## src/rtl/regfile.sv

```systemverilog
// Architectural integer register file: x1..x31 storage, x0 hardwired to zero,
// two combinational read ports with write bypass and a pending-write scoreboard.
module regfile (
    input  logic        clk,
    input  logic        rst,
    input  logic        we_i,
    input  logic [4:0]  waddr_i,
    input  logic [31:0] wdata_i,
    input  logic        re1_i,
    input  logic [4:0]  raddr1_i,
    output logic [31:0] rdata1_o,
    output logic        busy1_o,
    input  logic        re2_i,
    input  logic [4:0]  raddr2_i,
    output logic [31:0] rdata2_o,
    output logic        busy2_o,
    input  logic        claim_i,
    input  logic [4:0]  claim_addr_i,
    input  logic        flush_i
);

    logic [31:0] regs [1:31];
    logic [31:1] sb;

    // NOTE: the register array is reset explicitly because reads must return 0
    // after reset; this costs a reset net on every storage flop.
    always_ff @(posedge clk or negedge rst) begin
        if (!rst) begin
            for (int i = 1; i < 32; i++) begin
                regs[i] <= '0;
            end
        end else if (we_i && (waddr_i != 5'd0)) begin
            regs[waddr_i] <= wdata_i;
        end
    end

    // Flush discards everything; a claim outranks a same-cycle write because
    // the claiming instruction is the newer producer.
    always_ff @(posedge clk or negedge rst) begin
        if (!rst) begin
            sb <= '0;
        end else begin
            for (int i = 1; i < 32; i++) begin
                if (flush_i) begin
                    sb[i] <= 1'b0;
                end else if (claim_i && (claim_addr_i == 5'(i))) begin
                    sb[i] <= 1'b1;
                end else if (we_i && (waddr_i == 5'(i))) begin
                    sb[i] <= 1'b0;
                end
            end
        end
    end

    function automatic logic [31:0] read_data(input logic re, input logic [4:0] addr);
        if (!rst || !re || (addr == 5'd0)) begin
            return '0;
        end else if (we_i && (waddr_i == addr)) begin
            return wdata_i;
        end else begin
            return regs[addr];
        end
    endfunction

    // A write landing in the same cycle satisfies the hazard it would flag.
    function automatic logic read_busy(input logic re, input logic [4:0] addr);
        if (!rst || !re || (addr == 5'd0)) begin
            return 1'b0;
        end else begin
            return sb[addr] && !(we_i && (waddr_i == addr));
        end
    endfunction

    // NOTE: combinational outputs use always_comb with every output assigned on
    // every path, so no latch can be inferred.
    always_comb begin
        rdata1_o = read_data(re1_i, raddr1_i);
        busy1_o  = read_busy(re1_i, raddr1_i);
        rdata2_o = read_data(re2_i, raddr2_i);
        busy2_o  = read_busy(re2_i, raddr2_i);
    end

endmodule

```

## config.mk

```make
export PLATFORM = sky130hd
export DESIGN_NAME = regfile
export DESIGN_NICKNAME = d
export VERILOG_FILES = /design/src/rtl/regfile.sv
export SDC_FILE = /design/constraint.sdc
export NUM_CORES = 2
export LEC_CHECK = 0
export CAP_MARGIN = 15
export CELL_PAD_IN_SITES_DETAIL_PLACEMENT = 0
export CELL_PAD_IN_SITES_GLOBAL_PLACEMENT = 1
export CORE_AREA = 2 2 376 378
export CTS_BUF_LIST = sky130_fd_sc_hd__clkbuf_8
export CTS_CLUSTER_DIAMETER = 60
export CTS_CLUSTER_SIZE = 14
export DETAILED_ROUTE_END_ITERATION = 8
export DIE_AREA = 0 0 378 380
export GPL_ROUTABILITY_DRIVEN = 1
export PLACE_DENSITY = 0.7
export SYNTH_ARGS = -nofsm -noshare
export SYNTH_HDL_FRONTEND = slang
export SYNTH_SLANG_ARGS = --single-unit
```

## constraint.sdc

```tcl
create_clock -name clk -period 2.6 [get_ports clk]
set_clock_uncertainty 0.05 [all_clocks]
set_input_delay 0.52 -clock clk [delete_from_list [all_inputs] [get_ports clk]]
set_output_delay 0.52 -clock clk [all_outputs]
set_load 0.02 [all_outputs]
```

After elaboration in Yosys (flattened, before gate mapping):

Cells that the tools add are included.

* equality and inequality tests: 64
* muxes and demuxes: 112
* order comparisons: 6
* reductions and logical operators: 111
* bitwise operators: 3

Operators by type and width (number)
* $bwmux 992: 1
* $bmux 32 s5: 2
* $mux 32: 9
* $demux 32 s5: 1
* $eq 5x5->1 const B: 32
* $mux 1: 97
* $reduce_bool 3->1: 31
* $eq 5x4->1 const B: 16
* $logic_and 1x1->1: 68
* $eq 5x3->1 const B: 8
* $eq 5x2->1 const B: 4
* $ge 6x6->1 const B: 3
* $not 5->6: 3
* $lt 5x6->1 const B: 2
* $bmux 1 s5: 2
* $eq 5x1->1 const B: 2
* $eq 5x5->1: 2
* $logic_not 5->1: 2
* $lt 6x1->1 const B: 1
* $logic_not 1->1: 5
* $reduce_bool 5->1: 1
* $logic_or 1x1->1: 4

* output and inout port bits: 66
* flip-flop bits (word level): 1023

Depth between registers and ports, before layout:

* depth in word-level cells: 6
* mapped depth: 9

Worst setup path after synthesis:

Ideal clock, no wire load.

* kind: in2out
* from: input raddr1_i[0]
* to: output rdata1_o[12]
* data required time: 2.030 ns
* data arrival time: 2.300 ns
* cell stages on the path: 9
* slack: -0.270 ns
* cells stage by stage: buf_4 > buf_6 > buf_6 > buf_6 > buf_6 > mux2i_1 > a221oi_1 > a221oi_1 > o31ai_1

* word-level cells in the longest chain between the ends: 6

Ends and longest elaborated chain
* start: declaration: line 10 `input logic [4:0] raddr1_i,`
* $not 5->6 (implied by the code): line 61 `return regs[addr];`
* $bmux 32 s5: line 61
* $mux 32 (implied by the code) (2 in a row): line 61
* $mux 32: line 58 `end else if (we_i && (waddr_i == addr)) begin`
* $mux 32 *: line 56 `if (!rst || !re || (addr == 5'd0)) begin`
* end: declaration: line 11 `output logic [31:0] rdata1_o,`

Mark *: on every way between the ends. The rest lies on a longest branch, timed or not. The select of a mux whose other input is x is not followed.

Worst setup path after layout:

* from: register regs[603] (netlist bit)
* to: output rdata1_o[27]

* word-level cells in the longest chain between the ends: 5

Ends and longest elaborated chain
* start: declaration: line 22 `logic [31:0] regs [1:31];`
* start signal: indexed assignment: line 33 `regs[waddr_i] <= wdata_i;`
* $bmux 32 s5: line 61
* $mux 32 (implied by the code) (2 in a row): line 61
* $mux 32: line 58
* $mux 32: line 56

No other way between the ends. The select of a mux whose other input is x is not followed.

==> impl_metrics.json <==
{
  "worst-r2r-cell-count": 3,
  "grt_antenna_before_repair": 4,
  "via_per_inst": 6.28,
  "vdd_ir_drop_max_mv": 0.438,
  "path_depth": 5,
  "layout.filler_cells": 11900,
  "power_switching_mw": 13.8,
  "route.vias.total": 40900,
  "drv_cap": 0,
  "ctsRootBufferMaster": "clkbuf_8",
  "synth.yosys.seq_area_share": 0.460,
  "finalHoldViolations": 0,
  "drt_first_iter_violations": 4237,
  "crit_arrival_ns": 2.79,
  "ys_seq_elements": 1023,
  "syn_nets": 3996,
  "xor_and_xnor_fraction_of_the_mapped_netlist_area": 0.00157,
  "final_layout_setup_total_negative_slack_ns": -37.85,
  "grt_util_all_layers": 0.291,
  "setup_ws_ns": -0.760,
  "cellPowerDensity_nw_per_um2": 642,
  "min_period_over_period": 1.29,
  "crit-reg2reg-launch": "regs[523]$_DFFE_PN0P_",
  "floorplan.initialDensity": 0.400,
  "clock_tree_from_tritoncts": "built",
  "pwr-share-clk": 0.261,
  "drt_pass1_iterations": 6,
  "finalCriticalPeriod_ns": 3.36,
  "slowest_delay_ns": 0.48,
  "ctsHtreeMaxLevel": 3,
  "antenna_left": 0,
  "clk_pin_slew_worst_paths_ns": 0.10,
  "timing.rr.end": "regs[523]$_DFFE_PN0P_",
  "die_y_um": 380,
  "leakage_nw": 30.9,
  "grt_max_degree": 162,
  "grt_overflow_total": 0,
  "synthFlopType": "dfrtp_1",
  "first_pass_grt_wire_length_um": 303000,
  "floorplan.die_area_um2": 144000,
  "die_w_um": 378,
  "cts-root-to-sink-buffers": 3,
  "worst_ep_required_time_ns": 2.03,
  "critPathLaunch": "regs[603]$_DFFE_PN0P_",
  "cts_inserted_buffers": 103,
  "power.combinational.fraction": 0.273,
  "synth-edff-count": 0,
  "critPathMaxFanout": 3,
  "startpoint_type": "flip-flop",
  "hold_slack_ns": 0.440,
  "timing.hold.worst.class": "input port to flip-flop",
  "placementRows": 137,
  "simple_gate_fraction_of_synth_area": 0.0281,
  "crit_path_end": "rdata1_o[27]",
  "timing.critical_path.cells": "mux4_2, mux2_4, a221oi_4, o31ai_4, buf_6",
  "failed_checks": "setup timing",
  "grt_setup_unrepaired": "yes",
  "worst_skew_pair.late_latency_ns": 0.85,
  "syn_to_final_growth_pct": 26.8,
  "report.final.slew_viol_count": 0,
  "syn_inst": 3937,
  "remaining_drc_errors": 0,
  "synthMuxAreaShare": 0.408,
  "setup.worst_path.class": "flip-flop to output pin",
  "place.port_buffers": 124,
  "clock-sinks": 1023,
  "routed_wire_length_per_instance_um": 32.5,
  "crit_buf_inv": 1,
  "core_area_um2": 139000,
  "end_kind": "output pin",
  "netSwitchingFraction": 0.305,
  "critical_path.slowest_cell": "mux4_2",
  "place_congestion": 0.899,
  "drt_wl_total_um": 212000,
  "final_number_of_setup_violating_endpoints": 66,
  "worst_slew_pin_slew_ns": 0.995,
  "clock.fmax_mhz": 298,
  "synth_compound_area_frac": 0.0664,
  "cp_top_family": "multiplexers",
  "synth_fa_ha_area_frac": 0,
  "p_int_mw": 31.5,
  "mappedNetlistArea_um2": 55700,
  "final_net_count": 4625,
  "post-dp-hpwl_um": 145000,
  "reg2reg_setup_slack_ns": 1.52,
  "slew-limit-headroom": 0.337,
  "outcome": "finished, violations left",
  "post_synth_cell_types": 57,
  "grt_pass1_vias": 41800,
  "synth_top_family_by_area": "multiplexers",
  "yosysWarnings": 0,
  "asyncSetResetFlopFracSynth": 1.00,
  "share_of_cells_above_drive_strength_1": 0.617,
  "postSynthAreaPerCell_um2": 14.1,
  "seq_power_share": 0.466,
  "pin_count": 125
}
-- routing by layer --
| metal | GRT usage | part of all wire |
|---|---|---|
| met1 | 0.418 | 0.43 |
| met2 | 0.434 | 0.44 |
| met3 | 0.0603 | 0.089 |
| met4 | 0.104 | 0.037 |
| met5 | 0 | 0.00011 |
-- worst min path at each step --
| stage | startpoint | end | slack [ns] | cells after the start |
|---|---|---|---|---|
| after floorplan | rst | regs[0]$_DFFE_PN0P_ | 0.17 | 0 |
| after global placement | regs[468]$_DFFE_PN0P_ | regs[468]$_DFFE_PN0P_ | 0.44 | 1 |
| after detailed placement | regs[473]$_DFFE_PN0P_ | regs[473]$_DFFE_PN0P_ | 0.45 | 1 |
| after CTS | claim_addr_i[1] | sb[19]$_DFFE_PN0P_ | 0.38 | 3 |
| after global routing | wdata_i[6] | regs[934]$_DFFE_PN0P_ | 0.43 | 3 |
| final | wdata_i[6] | regs[934]$_DFFE_PN0P_ | 0.44 | 3 |
-- synthesized netlist by cell type (2+ instances only) --
cell type  instances  area, um2
inv_1              3       11.3
a31oi_1            9       56.3
clkbuf_1         221        830
dfrtp_1         1023      25600
and2_1             3       18.8
a221o_1           14        140
mux4_2           380       8560
o221ai_1          50        438
nor2b_1           18        113
nand3_1           35        175
xnor2_1            6       52.6
o21ai_0           28        140
o22a_1             5       43.8
or2_1              4       25.0
o311a_1            3       30.0
a221oi_1          50        438
a211oi_1          22        165
a22oi_1          107        803
nand2_1          112        420
xor2_1             4       35.0
buf_1             57        214
nand4_1            2       12.5
mux2_2          1049      11800
a21oi_1           49        245
o211ai_1          24        180
o31ai_1           14        105
nor3_1            23        115
mux2_1            25        282
nor2_1            84        315
mux2_4            37        556
mux2i_1          147       1470
buf_4             36        270
nand2b_4           2       27.5
buf_6             13        146
nor4_1            22        138
and3_1            10       62.6
or3_1              3       18.8
o22ai_1           51        319
a32o_1            18        180
o221a_2            3       33.8
a211o_1           21        184
a22o_1            17        149
buf_2            108        541
nand2b_1          12       75.1
-- repair_timing --
action                                  CTS  global route
hold buffers                              3             0
gates cloned                              3             6
setup buffers                            67            30
pin swaps                               131            65
endpoints found under the hold margin   238             0
endpoints found under the setup margin   66           130
gates resized for setup                 430           144
-- stage by stage --
stage / util / worst slack [ns] / instance area, um2 / total power, mW / std cells
floorplan: - / -0.0768 / 56300 / 28.0 / 3937
global placement: 0.468 / -1.31 / 65100 / 32.0 / 6237
detailed placement: 0.468 / -1.26 / 65100 / 32.4 / 6237
CTS: 0.500 / -0.803 / 69600 / 44.9 / 6476
global route: 0.507 / -0.796 / 70600 / 47.1 / 6512
finish: 0.507 / -0.760 / 70600 / 45.3 / 6514
-- layout make-up --
| class | instances | area [um2] | share of cell area |
|---|---|---|---|
| multi-input combinational | 2474 | 30100 | 0.426 |
| sequential | 1023 | 25600 | 0.363 |
| timing repair buffer | 960 | 10300 | 0.145 |
| tap | 1876 | 2350 | 0.0333 |
| clock buffer | 113 | 1560 | 0.0220 |
| clock inverter | 60 | 717 | 0.0102 |
| inverter | 4 | 16.3 | 0.000230 |
| antenna | 4 | 10.0 | 0.000142 |
-- power by group through the flow --
stage          clock [mW]  sequential (mW)  combinational, mW
6_report             11.8             21.1               12.4
5_1_grt              12.6             21.5               13.0
4_1_cts              12.0             21.0               11.9
3_5_place_dp            0             21.3               11.1
3_3_place_gp            0             21.1               10.9
2_1_floorplan           0             20.6               7.38
-- sequential cells by signal (all words and copies together) (netlist names) --
signal,flops
regs,992
sb,31
-- cells in the final DEF (no fill, tap or decap), types with 13 or more instances in the layout --
cell and n:
mux2_2 1034, dfrtp_1 1022, buf_4 590, mux4_2 380, buf_12 167, mux2i_1 130, buf_6 123, clkbuf_8 113
nand2_1 93, a22oi_1 70, nor2_1 56, mux2_4 52, a21oi_1 46, clkdlybuf4s50_1 40, a22oi_2 37, o221ai_1 32
mux2_1 25, o211ai_1 24, a221oi_2 24, o22ai_1 22, nand3_1 21, o22ai_2 20, nor2_4 19, o21ai_0 19
a211o_1 19, a221oi_1 18, o221ai_2 18, a32o_2 17, a22o_1 17, a211oi_2 17, nand2_2 16, nor3_2 15
nor4_1 14, a221o_1 14, o31ai_4 14, nand3_2 13, mux2i_2 13
-- worst register-to-register path: stages (launching register included) --
cell and delay [ns]:
dfrtp_1 0.40, buf_4 0.14, buf_4 0.13, mux2_2 0.25
-- logic make-up (layout without fill, tap and decap cells) --
| family | after synthesis | after routing |
|---|---|---|
| multiplexers | 1638 | 1638 |
| other | 0 | 4 |
| AND/OR/NAND/NOR | 336 | 336 |
| buffers and inverters | 440 | 1137 |
| XOR/XNOR | 10 | 10 |
| AO/OA/AOI/OAI | 490 | 490 |
| flip-flops | 1023 | 1023 |
(Power assumes the default switching activity.)
